--- src/rtl/microwave_controller_if.sv ---
`default_nettype none
// +-----------------------------------------------------------------------+
// | Module      : microwave_controller_if                                 |
// | Description : Front-panel bundle between the keypad/buttons/door      |
// |               switch/displays and the microwave controller core.      |
// | Revision    : 1.0 - initial release                                   |
// +-----------------------------------------------------------------------+
interface microwave_controller_if;
  logic [9:0] keypad;
  logic       startn;
  logic       stopn;
  logic       clearn;
  logic       door_closed;
  logic       mag_on;
  logic [6:0] sec_ones_segs;
  logic [6:0] sec_tens_segs;
  logic [6:0] min_ones_segs;
  logic [6:0] min_tens_segs;

  // Panel side: drives the buttons and reads back magnetron/display state
  modport master (
    output keypad, startn, stopn, clearn, door_closed,
    input  mag_on, sec_ones_segs, sec_tens_segs, min_ones_segs, min_tens_segs
  );

  // Controller side
  modport slave (
    input  keypad, startn, stopn, clearn, door_closed,
    output mag_on, sec_ones_segs, sec_tens_segs, min_ones_segs, min_tens_segs
  );
endinterface
`default_nettype wire

--- src/rtl/microwave_controller.sv ---
`default_nettype none
// +-----------------------------------------------------------------------+
// | Module      : microwave_controller                                    |
// | Description : Microwave front-panel controller. Keypad entry into an  |
// |               MM:SS BCD timer, 1 s countdown while cooking, magnetron |
// |               enable, door interlock and four 7-segment digits.       |
// | Option      : MW_LEADING_ZERO_BLANK_EN - blank leading minute zeros   |
// | Revision    : 1.0 - initial release                                   |
// +-----------------------------------------------------------------------+
module microwave_controller #(
  parameter int TICK_CYCLES = 100
) (
  input  logic                  clk,
  input  logic                  rst,
  microwave_controller_if.slave panel
);

  localparam int c_PW = (TICK_CYCLES > 1) ? $clog2(TICK_CYCLES) : 1;
  localparam logic [c_PW-1:0] c_TICK_LAST = c_PW'(TICK_CYCLES - 1);

  typedef enum logic [1:0] {
    ST_IDLE  = 2'd0,
    ST_COOK  = 2'd1,
    ST_PAUSE = 2'd2
  } state_t;

  state_t          r_state, w_state_nx;
  logic [15:0]     r_time, w_time_nx;   // {mt, mo, st, so}
  logic [c_PW-1:0] r_presc, w_presc_nx;
  logic            r_mag_on;
  logic            r_startn_q, r_stopn_q;
  logic [9:0]      r_keypad_q;
  logic            w_start_evt, w_stop_evt, w_key_evt;
  logic [3:0]      w_digit;
  logic [15:0]     w_time_dec;

  // One-second decrement of the MM:SS BCD value. Seconds above 59 are not
  // normalised; they simply count down until a borrow reaches them.
  function automatic logic [15:0] bcd_dec(input logic [15:0] t);
    logic [3:0] mt, mo, st, so;
    {mt, mo, st, so} = t;
    if (so != 4'd0) begin
      so = so - 4'd1;
    end else if (st != 4'd0) begin
      st = st - 4'd1;
      so = 4'd9;
    end else begin
      st = 4'd5;
      so = 4'd9;
      if (mo != 4'd0) begin
        mo = mo - 4'd1;
      end else begin
        mo = 4'd9;
        mt = mt - 4'd1;
      end
    end
    return {mt, mo, st, so};
  endfunction

  // Segment pattern {g,f,e,d,c,b,a}; non-decimal values are blank
  function automatic logic [6:0] seg7(input logic [3:0] d);
    case (d)
      4'd0:    seg7 = 7'h3F;
      4'd1:    seg7 = 7'h06;
      4'd2:    seg7 = 7'h5B;
      4'd3:    seg7 = 7'h4F;
      4'd4:    seg7 = 7'h66;
      4'd5:    seg7 = 7'h6D;
      4'd6:    seg7 = 7'h7D;
      4'd7:    seg7 = 7'h07;
      4'd8:    seg7 = 7'h7F;
      4'd9:    seg7 = 7'h6F;
      default: seg7 = 7'h00;
    endcase
  endfunction

  // Previous-cycle samples of the buttons and keypad for edge detection.
  // Sampled unconditionally so a button held through reset is not an event.
  always_ff @(posedge clk) begin
    r_startn_q <= panel.startn;
    r_stopn_q  <= panel.stopn;
    r_keypad_q <= panel.keypad;
  end

  assign w_start_evt = ~panel.startn & r_startn_q;
  assign w_stop_evt  = ~panel.stopn & r_stopn_q;
  assign w_key_evt   = $onehot(panel.keypad) && (panel.keypad != r_keypad_q);
  assign w_time_dec  = bcd_dec(r_time);

  // One-hot keypad to digit value
  always_comb begin
    w_digit = 4'd0;
    for (int i = 0; i < 10; i++) begin
      if (panel.keypad[i]) w_digit = 4'(i);
    end
  end

  // Next-state, timer and prescaler; stop (or door open) outranks start
  always_comb begin
    w_state_nx = r_state;
    w_time_nx  = r_time;
    w_presc_nx = r_presc;
    case (r_state)
      ST_IDLE: begin
        if (w_start_evt && (r_time != 16'h0000) && panel.door_closed) begin
          w_state_nx = ST_COOK;
          w_presc_nx = '0;
        end else if (w_key_evt) begin
          w_time_nx = {r_time[11:0], w_digit};
        end
      end
      ST_COOK: begin
        if (w_stop_evt || !panel.door_closed) begin
          w_state_nx = ST_PAUSE;
        end else if (r_presc == c_TICK_LAST) begin
          w_presc_nx = '0;
          w_time_nx  = w_time_dec;
          if (w_time_dec == 16'h0000) w_state_nx = ST_IDLE;
        end else begin
          w_presc_nx = r_presc + 1'b1;
        end
      end
      ST_PAUSE: begin
        if (w_stop_evt) begin
          w_state_nx = ST_IDLE;
          w_time_nx  = 16'h0000;
        end else if (w_start_evt && panel.door_closed) begin
          w_state_nx = ST_COOK;
        end
      end
      default: w_state_nx = ST_IDLE;
    endcase
  end

  // State register; clear is level-sensitive and behaves exactly like reset
  always_ff @(posedge clk) begin
    if (rst || !panel.clearn) begin
      r_state  <= ST_IDLE;
      r_time   <= 16'h0000;
      r_presc  <= '0;
      r_mag_on <= 1'b0;
    end else begin
      r_state  <= w_state_nx;
      r_time   <= w_time_nx;
      r_presc  <= w_presc_nx;
      r_mag_on <= (w_state_nx == ST_COOK);
    end
  end

  assign panel.mag_on        = r_mag_on;
  assign panel.sec_ones_segs = seg7(r_time[3:0]);
  assign panel.sec_tens_segs = seg7(r_time[7:4]);
`ifdef MW_LEADING_ZERO_BLANK_EN
  assign panel.min_tens_segs = (r_time[15:12] == 4'd0) ? 7'h00 : seg7(r_time[15:12]);
  assign panel.min_ones_segs = (r_time[15:8] == 8'h00) ? 7'h00 : seg7(r_time[11:8]);
`else
  assign panel.min_tens_segs = seg7(r_time[15:12]);
  assign panel.min_ones_segs = seg7(r_time[11:8]);
`endif

endmodule
`default_nettype wire

--- src/flat_wrapper.sv ---
// flat-port wrapper written by rule: the top's interface ports become plain ports
module microwave_controller_flat 
#(
  parameter int TICK_CYCLES = 100
)
  (clk, rst, panel_keypad, panel_startn, panel_stopn, panel_clearn, panel_door_closed, panel_mag_on, panel_sec_ones_segs, panel_sec_tens_segs, panel_min_ones_segs, panel_min_tens_segs);
  microwave_controller_if panel_i ();
  input  logic clk;
  input  logic rst;
  input wire logic [$bits(panel_i.keypad)-1:0] panel_keypad;
  input wire logic [$bits(panel_i.startn)-1:0] panel_startn;
  input wire logic [$bits(panel_i.stopn)-1:0] panel_stopn;
  input wire logic [$bits(panel_i.clearn)-1:0] panel_clearn;
  input wire logic [$bits(panel_i.door_closed)-1:0] panel_door_closed;
  output wire logic [$bits(panel_i.mag_on)-1:0] panel_mag_on;
  output wire logic [$bits(panel_i.sec_ones_segs)-1:0] panel_sec_ones_segs;
  output wire logic [$bits(panel_i.sec_tens_segs)-1:0] panel_sec_tens_segs;
  output wire logic [$bits(panel_i.min_ones_segs)-1:0] panel_min_ones_segs;
  output wire logic [$bits(panel_i.min_tens_segs)-1:0] panel_min_tens_segs;
  assign panel_i.keypad = panel_keypad;
  assign panel_i.startn = panel_startn;
  assign panel_i.stopn = panel_stopn;
  assign panel_i.clearn = panel_clearn;
  assign panel_i.door_closed = panel_door_closed;
  assign panel_mag_on = panel_i.mag_on;
  assign panel_sec_ones_segs = panel_i.sec_ones_segs;
  assign panel_sec_tens_segs = panel_i.sec_tens_segs;
  assign panel_min_ones_segs = panel_i.min_ones_segs;
  assign panel_min_tens_segs = panel_i.min_tens_segs;
  microwave_controller #(.TICK_CYCLES(TICK_CYCLES)) u_core (.clk(clk), .rst(rst), .panel(panel_i));
endmodule
--- config.mk ---
export PLATFORM = sky130hd
export DESIGN_NAME = microwave_controller_flat
export DESIGN_NICKNAME = d
export VERILOG_FILES = /design/src/rtl/microwave_controller_if.sv /design/src/rtl/microwave_controller.sv /design/src/flat_wrapper.sv
export SDC_FILE = /design/constraint.sdc
export NUM_CORES = 1
export LEC_CHECK = 0
export BUFFER_PORTS_ARGS = -buffer_cell sky130_fd_sc_hd__buf_2
export CAP_MARGIN = 10
export CORE_ASPECT_RATIO = 2
export CORE_UTILIZATION = 59
export CTS_CLUSTER_SIZE = 10
export DETAILED_ROUTE_END_ITERATION = 6
export PLACE_DENSITY = 0.8
export SKIP_CTS_REPAIR_TIMING = 1
export SLEW_MARGIN = 20
export SYNTH_ARGS = -nofsm -noshare
export SYNTH_HDL_FRONTEND = slang
export SYNTH_SLANG_ARGS = --single-unit
--- constraint.sdc ---
create_clock -name clk -period 5.1 [get_ports clk]
set_input_delay 0.255 -clock clk [delete_from_list [all_inputs] [get_ports clk]]
set_output_delay 0.255 -clock clk [all_outputs]
set_load 0.1 [all_outputs]
==> run metrics <==
status finished clean; Global Route Usage Sum 0.301; total global routing overflow 0; I/O Buffers 44; sequential share of the synthesized area 0.317; leakage power 1.99 nW; Avg Cell Area, Syn ~8.7 um2; layout cells sized above 1 0.153; Final Max Slew Viols 0; post-layout util 0.687; GR Layer Usage met2 0.526; synthesis warning total 0; Reg2Reg Depth 15; crit-path max FO 17; # DRC 0; IO Pins 45; Post-Route WL slightly below 10 mm; P&R area growth vs syn 13.4%; Setup Skew ~0.0033 ns; met1 track demand over resource 0.291; # clock sinks 66; Fin. Hold Viols 0; CTS root buf clkbuf_16; grt peak-use layer met2; die area 0.00744 mm2; ys flop type dfxtp_1; GPL Wtd Cong ~0.98; worst hold-check path type in2reg; kind of critical path in2reg; post-route insts no fill between 600 and 700; diode count 0; Worst Hold End u_core.r_stopn_q; initial DRC count between 150 and 200; syn_nets around 550; clk_lat worst skew 0.34 ns; PD cells around 430 mW/mm2; reg2reg end u_core.panel.sec_tens_segs[2]; CTS max path bufs 2; ANT nets after route 0; Mapped Area 0.00417 mm2; Final nets roughly 590; hpwl dp 7.61 mm; Initial Util 0.606; routed via count approximately 3700; # placed instances 602; routed vias/inst approximately 5.9; CP arrival between 4 and 5 ns; H-tree levels 3; Post-synth ARST share 0; initial antenna violation count 0; Tcrit/Tclk final 0.924; FF-to-FF setup slack approximately 1.6 ns; first-pass GRT wire length between 15 and 20 mm; Setup violations, final 0; CP Capture Type flip-flop; CTS tree yes; Core Box Area about 0.0069 mm2; row cnt 43; fmax 212 MHz; minimum clock period around 4.7 ns; R2R Path Start u_core.r_time[0]; Max-Cap Viols 0; Peak VDD IR between 0.2 and 0.3 mV; Hold Path Origin panel_stopn; met3 Usage GRT 0.0672; fin area about 0.0047 mm2; worst hold slack 0.0280 ns; Post-synth EDFFs 0; 1st-pass router iterations 4; Synth Instances 481; Slew HR 0.375; Die Ht approximately 120 um; unrepaired setup endpoints after global routing no; worst hold path stage count 1; clock-pin slew on the worst setup and hold paths about 0.050 ns; Area after DPL between 0.004 and 0.005 mm2; vias in the first global route 3673; Worst Tran Pin Value 0.938 ns; drt wl/cell 16.1 um; WP data required ~5.3 ns; die width between 60 and 70 um; pin count of the biggest net entering global routing 25; Num CTS Buffers 9; Yosys reg bits 66; CP startpoint kind input port; Distinct cells, synth 73; Setup Total Neg Slack 0 ns
[power breakdown]
group	switching [mW]	internal (mW)	total, mW
Combinational	0.607	0.223	0.829
Clock	0.219	0.374	0.593
Sequential	0.0294	0.569	0.598
[registers in the layout (all words and copies together) (netlist names), 2 cells and up]
| signal | flops |
|---|---|
| u_core.r_time | 16 |
| u_core.r_keypad_q | 10 |
| u_core.panel.min_ones_segs | 7 |
| u_core.panel.min_tens_segs | 7 |
| u_core.panel.sec_ones_segs | 7 |
| u_core.panel.sec_tens_segs | 7 |
| u_core.r_presc | 7 |
| u_core.r_state | 2 |
[synth_stat cells, drive strengths merged (5+ instances only)]
cell type / instances / share of area
a31oi: 8 / 0.012
dfxtp: 66 / 0.32
nand2b: 5 / 0.0075
o31ai: 7 / 0.014
nor2b: 7 / 0.010
mux2i: 5 / 0.012
nor2: 34 / 0.031
nor3: 10 / 0.016
clkbuf: 8 / 0.0072
o21ai: 26 / 0.031
buf: 13 / 0.022
a21oi: 28 / 0.034
xnor2: 16 / 0.034
xor2: 6 / 0.013
nor4: 8 / 0.016
nand2: 38 / 0.035
fa: 6 / 0.029
nand4: 10 / 0.015
nand3: 12 / 0.016
o22ai: 6 / 0.0090
inv: 47 / 0.042
a211oi: 5 / 0.010
ha: 44 / 0.13
[logic make-up after synthesis]
| family | share of synthesized area |
|---|---|
| adder cells (fa/ha/maj) | 0.161 |
| XOR/XNOR | 0.0462 |
| buffers and inverters | 0.0710 |
| AND/OR/NAND/NOR | 0.188 |
| multiplexers | 0.0120 |
| flip-flops | 0.317 |
| AO/OA/AOI/OAI | 0.206 |
[layout by cell type (no fill, tap or decap), drive strengths merged, types with 6 or more instances in the layout]
cell / count
a21oi: 28
a31oi: 8
buf: 52
clkbuf: 10
dfxtp: 66
fa: 6
ha: 44
inv: 47
nand2: 38
nand3: 12
nand4: 10
nor2: 34
nor2b: 7
nor3: 10
nor4: 8
o21ai: 26
o22ai: 6
o31ai: 7
xnor2: 16
xor2: 6
[cell type report]
| type | instances | area [um2] |
|---|---|---|
| Fill cell | 604 | 2150 |
| Clock buffer | 10 | 229 |
| Multi-Input combinational cell | 347 | 2560 |
| Inverter | 47 | 176 |
| Tap cell | 90 | 113 |
| Sequential cell | 66 | 1320 |
| Timing Repair Buffer | 52 | 280 |
| Clock inverter | 6 | 57.6 |
[critical path, cell delays in order]
cell	delay, ns
buf_2	0.13
inv_1	0.05
ha_1	0.28
inv_1	0.08
fa_1	0.44
fa_1	0.49
fa_1	0.44
fa_1	0.41
nor3b_1	0.19
a21oi_1	0.12
o31a_1	0.39
nor3_2	0.34
buf_4	0.29
nand2_1	0.11
a32o_1	0.31
inv_1	0.15
ha_1	0.16
inv_1	0.04
o21ai_0	0.14
o31ai_1	0.08
[worst max-delay path by stage]
stage | from | end | slack, ns
3_5_place_dp | panel_keypad[2] | u_core.panel.sec_tens_segs[2] | 0.04
4_1_cts | panel_keypad[2] | u_core.panel.sec_tens_segs[2] | 0.38
3_3_place_gp | panel_keypad[2] | u_core.panel.sec_tens_segs[2] | 0.23
2_1_floorplan | panel_keypad[0] | u_core.panel.min_ones_segs[4] | 0.56
6_report | panel_keypad[2] | u_core.panel.sec_tens_segs[2] | 0.39
5_1_grt | panel_keypad[4] | u_core.panel.sec_tens_segs[2] | 0.09
[per-layer routing]
metal  up-vias  share of wire
met1      1717           0.35
met3        50          0.034
met5         -              0
met4         0          0.071
li1       1786              -
met2       105           0.54
[through the flow]
stage                     worst slack, ns  power [mW]
after floorplan                     0.556        1.27
after global placement              0.234        1.41
after detailed placement           0.0429        1.43
after CTS                           0.379        2.02
after global routing               0.0884        2.12
final                               0.386        2.02
No activity file was read; power rests on OpenSTA's default activity.
